## src/rtl/hamm_secded_codec.sv

```systemverilog
`default_nettype none
// ============================================================================
// Module   : hamm_secded_codec
// Brief    : Two-stage streaming Hamming SECDED encoder/decoder with counters.
// Revision : 1.0
// ============================================================================
module hamm_secded_codec #(
  parameter int DATA_W = 4,
  parameter int CNT_W  = 16,
  localparam int P      = $clog2(DATA_W + $clog2(DATA_W) + 1),
  localparam int CODE_W = DATA_W + P + 1
) (
  input  logic              clk,
  input  logic              reset,
  input  logic              mode,
  input  logic [CODE_W-1:0] in_data,
  input  logic              in_valid,
  output logic              in_ready,
  output logic [CODE_W-1:0] out_data,
  output logic [1:0]        out_err,
  output logic              out_valid,
  input  logic              out_ready,
  input  logic              clear_cnt,
  output logic [CNT_W-1:0]  corr_cnt,
  output logic [CNT_W-1:0]  uncorr_cnt
);

  localparam logic [1:0] c_ERR_NONE = 2'b00;
  localparam logic [1:0] c_ERR_CORR = 2'b01;
  localparam logic [1:0] c_ERR_DBL  = 2'b10;

  function automatic logic [CODE_W-1:0] f_encode(input logic [DATA_W-1:0] d);
    logic [CODE_W-1:0] c;
    logic              p;
    int                j;
    c = '0;
    j = 0;
    for (int i = 1; i < CODE_W; i++) begin
      if ((i & (i - 1)) != 0) begin
        c[i] = d[j];
        j++;
      end
    end
    for (int k = 0; k < P; k++) begin
      p = 1'b0;
      for (int i = 1; i < CODE_W; i++) begin
        if (((i >> k) & 1) == 1) p = p ^ c[i];
      end
      c[1 << k] = p;
    end
    c[0] = ^c[CODE_W-1:1];
    return c;
  endfunction

  function automatic logic [P-1:0] f_syndrome(input logic [CODE_W-1:0] c);
    logic [P-1:0] s;
    s = '0;
    for (int i = 1; i < CODE_W; i++) begin
      if (c[i]) s = s ^ P'(i);
    end
    return s;
  endfunction

  function automatic logic [DATA_W-1:0] f_extract(input logic [CODE_W-1:0] c);
    logic [DATA_W-1:0] d;
    int                j;
    d = '0;
    j = 0;
    for (int i = 1; i < CODE_W; i++) begin
      if ((i & (i - 1)) != 0) begin
        d[j] = c[i];
        j++;
      end
    end
    return d;
  endfunction

  logic              r_rdy_en;
  logic              r_s1_valid;
  logic              r_s1_mode;
  logic              r_s1_q;
  logic [CODE_W-1:0] r_s1_data;
  logic [P-1:0]      r_s1_syn;
  logic              r_s2_valid;
  logic [CODE_W-1:0] r_s2_data;
  logic [1:0]        r_s2_err;
  logic [CNT_W-1:0]  r_corr;
  logic [CNT_W-1:0]  r_uncorr;

  logic              w_s2_adv;
  logic              w_in_ready;
  logic              w_out_fire;
  logic [CODE_W-1:0] w_fixed;
  logic [CODE_W-1:0] w_res_data;
  logic [1:0]        w_res_err;

  assign w_s2_adv   = ~r_s2_valid | out_ready;
  // r_rdy_en keeps in_ready low during reset and until the first edge after it.
  assign w_in_ready = r_rdy_en & (~r_s1_valid | w_s2_adv);
  assign w_out_fire = r_s2_valid & out_ready;

  always_comb begin
    w_fixed    = r_s1_data;
    w_res_err  = c_ERR_NONE;
    w_res_data = '0;
    if (!r_s1_mode) begin
      w_res_data = f_encode(r_s1_data[DATA_W-1:0]);
    end else begin
      if (r_s1_q) begin
        // A syndrome pointing past the codeword can only come from 3+ flips.
        if (int'(r_s1_syn) >= CODE_W) begin
          w_res_err = c_ERR_DBL;
        end else begin
          w_res_err = c_ERR_CORR;
          w_fixed   = r_s1_data ^ (CODE_W'(1) << r_s1_syn);
        end
      end else if (r_s1_syn != '0) begin
        w_res_err = c_ERR_DBL;
      end
      w_res_data = CODE_W'(f_extract(w_fixed));
    end
  end

  always_ff @(posedge clk or negedge reset) begin
    if (!reset) begin
      r_rdy_en   <= 1'b0;
      r_s1_valid <= 1'b0;
      r_s1_mode  <= 1'b0;
      r_s1_q     <= 1'b0;
      r_s1_data  <= '0;
      r_s1_syn   <= '0;
    end else begin
      r_rdy_en <= 1'b1;
      if (w_in_ready) begin
        r_s1_valid <= in_valid;
        if (in_valid) begin
          r_s1_mode <= mode;
          r_s1_data <= in_data;
          r_s1_syn  <= f_syndrome(in_data);
          r_s1_q    <= ^in_data;
        end
      end
    end
  end

  always_ff @(posedge clk or negedge reset) begin
    if (!reset) begin
      r_s2_valid <= 1'b0;
      r_s2_data  <= '0;
      r_s2_err   <= c_ERR_NONE;
    end else if (w_s2_adv) begin
      r_s2_valid <= r_s1_valid;
      if (r_s1_valid) begin
        r_s2_data <= w_res_data;
        r_s2_err  <= w_res_err;
      end
    end
  end

  always_ff @(posedge clk or negedge reset) begin
    if (!reset) begin
      r_corr   <= '0;
      r_uncorr <= '0;
    end else if (clear_cnt) begin
      r_corr   <= '0;
      r_uncorr <= '0;
    end else if (w_out_fire) begin
      if (r_s2_err == c_ERR_CORR && r_corr != '1)  r_corr   <= r_corr + CNT_W'(1);
      if (r_s2_err == c_ERR_DBL && r_uncorr != '1) r_uncorr <= r_uncorr + CNT_W'(1);
    end
  end

  assign in_ready   = w_in_ready;
  assign out_valid  = r_s2_valid;
  assign out_data   = r_s2_data;
  assign out_err    = r_s2_err;
  assign corr_cnt   = r_corr;
  assign uncorr_cnt = r_uncorr;

endmodule
`default_nettype wire
```

## config.mk

```make
export PLATFORM = sky130hd
export DESIGN_NAME = hamm_secded_codec
export DESIGN_NICKNAME = d
export VERILOG_FILES = /design/src/rtl/hamm_secded_codec.sv
export SDC_FILE = /design/constraint.sdc
export NUM_CORES = 1
export LEC_CHECK = 0
export CAP_MARGIN = 10
export CORE_UTILIZATION = 45
export DETAILED_ROUTE_END_ITERATION = 10
export PLACE_DENSITY_LB_ADDON = 0.1
export SYNTH_ARGS = -nofsm -noshare
export SYNTH_HDL_FRONTEND = slang
export SYNTH_SLANG_ARGS = --single-unit
```

## constraint.sdc

```tcl
create_clock -name clk -period 1.7 [get_ports clk]
set_input_delay 0.425 -clock clk [delete_from_list [all_inputs] [get_ports clk]]
set_output_delay 0.425 -clock clk [all_outputs]
set_load 0.005 [all_outputs]
```

* Yosys cells after proc, flatten, opt, wreduce, memory -nomap -nowiden
Index checks and enable logic that the tools add are counted.
Widths: inputs -> output; s select.
** Word-level totals
- Register bits after elaboration :: 58
- Input bits :: 14
- Output and inout bits :: 44
** Operators by class
- Add/sub/neg operators :: 6
- Magnitude comparators :: 9
- Eq/ne operators :: 4
- Shift-type cells :: 1
- Multiplexer cells :: 71
- Bitwise gates (word level) :: 21
- Reduce and logical (&&, ||, !) cells :: 15
** Operators by type and width (count)
- $lt 32x4->1 const B :: 6
- $mux 32 :: 6
- $add 32x2->32 const B :: 4
- $ge 32x1->1 const B :: 3
- $mux 16 :: 6
- $mux 3 :: 16
- $add 16x1->16 const B :: 2
- $ne 16x16->1 const B :: 2
- $mux 1 :: 24
- $mux 8 :: 3
- $bwmux 4 :: 3
- $mux 2 :: 5
- $mux 4 :: 2
- $reduce_and 2->1 :: 4
- $reduce_xor 8->1 :: 1
- $shl 1x3->8 const A :: 1
- $xor 1x1->1 :: 8
- $xor 8x8->8 :: 1
- $reduce_xor 7->1 :: 1
- $bmux 1 s2 :: 3
- $demux 1 s2 :: 3
- $not 2->2 :: 3
- $reduce_bool 2->1 :: 3
- $logic_and 1x1->1 :: 5
- 7 further kinds :: 12

* Depth between registers and ports, before layout
- Depth in word-level cells :: 27
- Depth in mapped cells :: 6
- Gate-level depth less buffers :: 5

* Worst setup path after synthesis
OpenSTA, ideal clock, no wires.
- Kind :: register to register
- Start point :: register r_s2_err[0] (netlist: out_err[0])
- End point :: register r_uncorr[11] (netlist: uncorr_cnt[11])
- Arrival time :: 1.751 ns
- Setup slack :: -0.176 ns
- Stages on the path, launching flop included :: 6
- Path buffers :: 1
- Clock period less this slack :: 1.876 ns
- Cells stage by stage :: dfrtp_1 > nand4b_1 > or3_1 > buf_2 > nor4b_1 > mux2_2
** Between the ends
- Word-level cells in the longest chain between the ends :: 4
** RTL lines
- start: declaration :: line 86 : logic [1:0] r_s2_err;
- start signal: assignment :: line 150 : r_s2_err <= c_ERR_NONE;
- start signal: assignment :: line 155 : r_s2_err <= w_res_err;
- $eq 2x2->1 :: line 169 : if (r_s2_err == c_ERR_DBL && r_uncorr != '1) r_uncorr <= r_uncorr + CNT_W'(1);
- $logic_and 1x1->1 :: line 169
- $reduce_bool 2->1 (no line)
- $reduce_and 2->1 (no line)
- end signal: assignment :: line 169
- end: declaration :: line 88 : logic [CNT_W-1:0] r_uncorr;
Every way passes these cells.
A chain may end at the register's enable or synchronous reset.

* Worst setup path in the final report
- Start point :: register r_uncorr[0] (netlist: uncorr_cnt[0])
- End point :: output uncorr_cnt[0]
** RTL lines
- end: declaration :: line 25 : output logic [CNT_W-1:0] uncorr_cnt
No word-level cell between the ends.

==> metrics.txt <==
# TYPE chip_impl_metric gauge
chip_impl_metric{name="p_total",unit="uW"} 4030
chip_impl_metric{name="tritoncts_num_sinks",unit=""} 57
chip_impl_metric{name="std_cell_rows",unit=""} 29
chip_impl_metric{name="final_area",unit="sq mm"} 0.00485
chip_impl_metric{name="timing.fmax",unit="MHz"} 565
chip_impl_metric{name="detail-route-antenna-nets",unit=""} 0
chip_impl_metric{name="initialDrtViolationCount",unit=""} 150
chip_impl_metric{name="seq_area",unit="sq mm"} 0.00143
chip_impl_metric{name="cts_buffers",unit=""} 9
chip_impl_metric{name="clk_transition_reported_paths",unit="ns"} 0.07
chip_impl_info{name="cts_tree",value="yes"} 1
chip_impl_info{name="end_kind",value="output port"} 1
chip_impl_metric{name="netSwitchingPower",unit="uW"} 1100
chip_impl_metric{name="timing.final.max_slew_violations",unit=""} 0
chip_impl_info{name="rsz_0062_raised_after_global_routing",value="yes"} 1
chip_impl_metric{name="synth_cell_types",unit=""} 43
chip_impl_metric{name="crit_path_max_incr_delay",unit="ns"} 0.41
chip_impl_metric{name="async_flop_share",unit="%"} 100
chip_impl_metric{name="worst_clock_skew",unit="ns"} 0.0101
chip_impl_metric{name="timing.max_cap.violations",unit=""} 0
chip_impl_metric{name="synth.net_count",unit=""} 334
chip_impl_metric{name="power.static_leakage",unit="uW"} 0.00220
chip_impl_metric{name="clock_path_buffers",unit=""} 2
chip_impl_metric{name="num_antenna_cells",unit=""} 0
chip_impl_metric{name="synth.yosys.seq_area_share",unit="%"} 45.9
chip_impl_metric{name="post_route_cells_drive_above_1_share",unit="%"} 37.3
chip_impl_metric{name="finalCriticalPeriod",unit="ns"} 1.77
chip_impl_metric{name="grt_antenna_before_repair",unit=""} 0
chip_impl_metric{name="power.density_cell_area",unit="mW/mm^2"} 831
chip_impl_metric{name="syn_area_per_cell",unit="sq um"} 9.77
chip_impl_metric{name="dieArea",unit="sq mm"} 0.00724
chip_impl_metric{name="filler_cell_count",unit=""} 477
chip_impl_metric{name="p_seq_share",unit="%"} 42.4
chip_impl_metric{name="global_placement_routability_congestion",unit=""} 0.882
chip_impl_metric{name="area_growth_syn_to_layout",unit="%"} 56.2
chip_impl_metric{name="drcViolationCount",unit=""} 0
chip_impl_metric{name="ys_ff_latch",unit=""} 57
chip_impl_metric{name="number_of_global_route_vias_before_repair",unit=""} 2740
chip_impl_info{name="synthDominantAreaCellType",value="sky130_fd_sc_hd__dfrtp_1"} 1
chip_impl_metric{name="drt-pass1-iter-count",unit=""} 4
chip_impl_info{name="run_status",value="complete, but fails checks"} 1
chip_impl_metric{name="clkLatencyLatePin",unit="ns"} 0.34
chip_impl_metric{name="wl_per_cell",unit="um"} 14.9
chip_impl_info{name="dominantRegCellSynth",value="sky130_fd_sc_hd__dfrtp_1"} 1
chip_impl_metric{name="finalSetupViolCount",unit=""} 8
chip_impl_metric{name="min_period_over_period",unit="%"} 104
chip_impl_info{name="crit_slowest_cell",value="sky130_fd_sc_hd__dfrtp_1"} 1
chip_impl_metric{name="number_of_hold_violations_in_the_final_report",unit=""} 0
chip_impl_metric{name="postCtsHoldBufs",unit=""} 0
chip_impl_metric{name="avgViaCountPerCell",unit=""} 5.42
chip_impl_metric{name="detailedPlacementHpwl",unit="um"} 5270
chip_impl_info{name="timing.critical_path.cells",value="buf_4, buf_6, buf_6, dlygate4sd2_1"} 1
chip_impl_metric{name="start_util",unit="%"} 47.9
chip_impl_metric{name="swShare",unit="%"} 27.3
chip_impl_metric{name="cellInternalPower",unit="uW"} 2930
chip_impl_metric{name="dieWidth",unit="um"} 85.1
chip_impl_metric{name="path_max_fanout",unit=""} 3
chip_impl_metric{name="layoutNonFillerInstCount",unit=""} 544
chip_impl_metric{name="ys.warnings.count",unit=""} 0
chip_impl_metric{name="comb_power_share",unit="%"} 23.6
chip_impl_metric{name="place.detailed.instances",unit=""} 499
chip_impl_metric{name="placed_cell_area",unit="sq mm"} 0.00424
chip_impl_info{name="critical_path.most_common_cell",value="sky130_fd_sc_hd__buf_6"} 1
chip_impl_metric{name="whs",unit="ns"} 0.0784
chip_impl_metric{name="top_level_ports",unit=""} 58
chip_impl_info{name="synth.top_cells.by_count",value="sky130_fd_sc_hd__dfrtp_1, sky130_fd_sc_hd__nand2_1, sky130_fd_sc_hd__mux2_2"} 1
chip_impl_metric{name="layout.core_utilization",unit="%"} 74.7
chip_impl_metric{name="placement.io_buffers",unit=""} 57
chip_impl_metric{name="dr_total_vias",unit=""} 2950
chip_impl_metric{name="pin_count_of_the_biggest_net_entering_global_routing",unit=""} 58
chip_impl_info{name="critical_path_launch_point_type",value="flop"} 1
chip_impl_info{name="synth_most_common_cell",value="sky130_fd_sc_hd__dfrtp_1"} 1
chip_impl_metric{name="syn_area",unit="sq mm"} 0.00311
chip_impl_metric{name="area_of_the_core_region",unit="sq mm"} 0.00649
chip_impl_info{name="min_path_type",value="primary input to asynchronous set/reset pin"} 1
chip_impl_metric{name="finish.net_count",unit=""} 478
chip_impl_metric{name="synth_enable_flop_cells",unit=""} 0
chip_impl_metric{name="overflow",unit=""} 0
chip_impl_metric{name="floorplan.die.height",unit="um"} 85.1
chip_impl_metric{name="wl",unit="um"} 8120
chip_impl_info{name="setup.worst_path.class",value="flop to output port"} 1
chip_impl_info{name="synthTopCellsByArea",value="sky130_fd_sc_hd__dfrtp_1, sky130_fd_sc_hd__mux2_2, sky130_fd_sc_hd__xnor2_1"} 1
chip_impl_metric{name="area_of_combinational_cells_with_multiple_inputs",unit="sq mm"} 0.00180
chip_impl_metric{name="p_clk_share",unit="%"} 34.0
chip_impl_metric{name="grtUsageTotal",unit="%"} 22.2
chip_impl_metric{name="max-vdd-ir-drop",unit="mV"} 0.618
chip_impl_metric{name="yosysTopAreaCellShare",unit="%"} 45.9
chip_impl_info{name="clockRootBuffer",value="sky130_fd_sc_hd__clkbuf_8"} 1
chip_impl_metric{name="timing.final.ws_setup",unit="ns"} -0.0710
chip_impl_metric{name="netlist_instances",unit=""} 318
chip_impl_metric{name="cts_max_level",unit=""} 3
chip_impl_metric{name="crit_path_required_time",unit="ns"} 1.27
chip_impl_metric{name="worst-endpoint-arrival",unit="ns"} 1.35
chip_impl_metric{name="grt_first_pass_wirelength",unit="um"} 12600
chip_impl_info{name="failed_checks",value="negative setup slack"} 1
[state kept, by name (all words and copies together) (netlist names)]
signal and cells:
corr_cnt 16, out_data 8, out_err 2, out_valid 1, r_rdy_en 1, r_s1_data 7, r_s1_mode 1, r_s1_q 1
r_s1_syn 3, r_s1_valid 1, uncorr_cnt 16
[power groups by stage]
| stage | combinational, uW | sequential (uW) | clock (uW) |
|---|---|---|---|
| 2_1_floorplan | 423 | 1700 | 0 |
| 3_3_place_gp | 872 | 1720 | 0 |
| 5_1_grt | 1050 | 1730 | 1460 |
| 3_5_place_dp | 888 | 1730 | 0 |
| 4_1_cts | 909 | 1710 | 1400 |
| 6_report | 950 | 1710 | 1370 |
[area by class of cell]
cell class | count | share of cell area (%)
Multi-Input combinational cell | 237 | 37.1
Tap cell | 77 | 1.98
Timing Repair Buffer | 149 | 26.6
Sequential cell | 57 | 29.4
Clock inverter | 6 | 1.70
Clock buffer | 10 | 2.63
Inverter | 8 | 0.619
[layout by cell type, fill, tap and decap left out, types with 4 or more instances in the layout]
| cell type | count |
|---|---|
| sky130_fd_sc_hd__o21ai_0 | 18 |
| sky130_fd_sc_hd__buf_4 | 80 |
| sky130_fd_sc_hd__nand4b_1 | 5 |
| sky130_fd_sc_hd__o31ai_1 | 6 |
| sky130_fd_sc_hd__a21oi_1 | 11 |
| sky130_fd_sc_hd__or4_1 | 4 |
| sky130_fd_sc_hd__o21a_1 | 4 |
| sky130_fd_sc_hd__or4_4 | 4 |
| sky130_fd_sc_hd__xnor2_1 | 17 |
| sky130_fd_sc_hd__mux2i_1 | 5 |
| sky130_fd_sc_hd__clkdlybuf4s50_1 | 25 |
| sky130_fd_sc_hd__clkbuf_8 | 9 |
| sky130_fd_sc_hd__a21oi_2 | 8 |
| sky130_fd_sc_hd__nor2b_1 | 12 |
| sky130_fd_sc_hd__nand4_1 | 11 |
| sky130_fd_sc_hd__or3_1 | 4 |
| sky130_fd_sc_hd__nor2_1 | 15 |
| sky130_fd_sc_hd__nand2_1 | 26 |
| sky130_fd_sc_hd__dlygate4sd2_1 | 28 |
| sky130_fd_sc_hd__inv_1 | 8 |
| sky130_fd_sc_hd__xor2_1 | 4 |
| sky130_fd_sc_hd__nor3_1 | 6 |
| sky130_fd_sc_hd__mux2_2 | 19 |
| sky130_fd_sc_hd__buf_6 | 9 |
| sky130_fd_sc_hd__nand3_1 | 7 |
| sky130_fd_sc_hd__dfrtp_1 | 55 |
[path summary, 6_finish.rpt]
path,slack (ns),endpoint,startpoint,cells after the start
min in group clk,0.49,out_data[7]$_DFFE_PN0P_,out_data[7]$_DFFE_PN0P_,2
setup / recovery,-0.07,uncorr_cnt[0],uncorr_cnt[0]$_DFFE_PN0P_,4
max in group asynchronous,1.33,out_valid$_DFFE_PN0P_,reset,2
hold / removal,0.08,uncorr_cnt[3]$_DFFE_PN0P_,reset,2
setup reg to reg,-0.06,uncorr_cnt[8]$_DFFE_PN0P_,out_err[1]$_DFFE_PN0P_,6
hold reg to reg,0.49,out_data[7]$_DFFE_PN0P_,out_data[7]$_DFFE_PN0P_,2
[logic make-up after synthesis]
kind of cell / Yosys count / synth area share (%)
xor gates and xnor gates: 21 / 5.92
and+or+nand+nor: 124 / 22.5
other: 1 / 0.121
AOI/OAI and AO/OA: 62 / 12.4
DFF: 57 / 45.9
buffers and inverters: 25 / 3.18
muxes: 26 / 9.22
adders and majority gates: 2 / 0.805
[critical path, delay by kind of cell, from the launching register on]
| family | cells | cell delay, ns |
|---|---|---|
| buf+inv | 4 | 0.61 |
| flops | 1 | 0.41 |
[timing repair]
item / CTS / global route
setup buffers: 19 / 10
cloned: 0 / 1
setup endpoints to repair: 66 / 33
gates resized for setup: 44 / 45
pin swaps: 1 / 15
[stage by stage]
step | TNS, ns | setup slack [ns]
2_1_floorplan | -0.489 | -0.0701
3_3_place_gp | -18.04 | -0.537
3_5_place_dp | -19.55 | -0.592
4_1_cts | -0.105 | -0.0534
5_1_grt | -1.27 | -0.127
6_report | -0.332 | -0.0710
[routing by layer]
layer | GRT usage, % | share of wire, %
met5 | 0 | 0
met4 | 9.86 | 1.9
met3 | 3.50 | 3.4
met2 | 37.0 | 50
met1 | 28.5 | 45
Note: power is estimated with default switching activity, not from simulation.
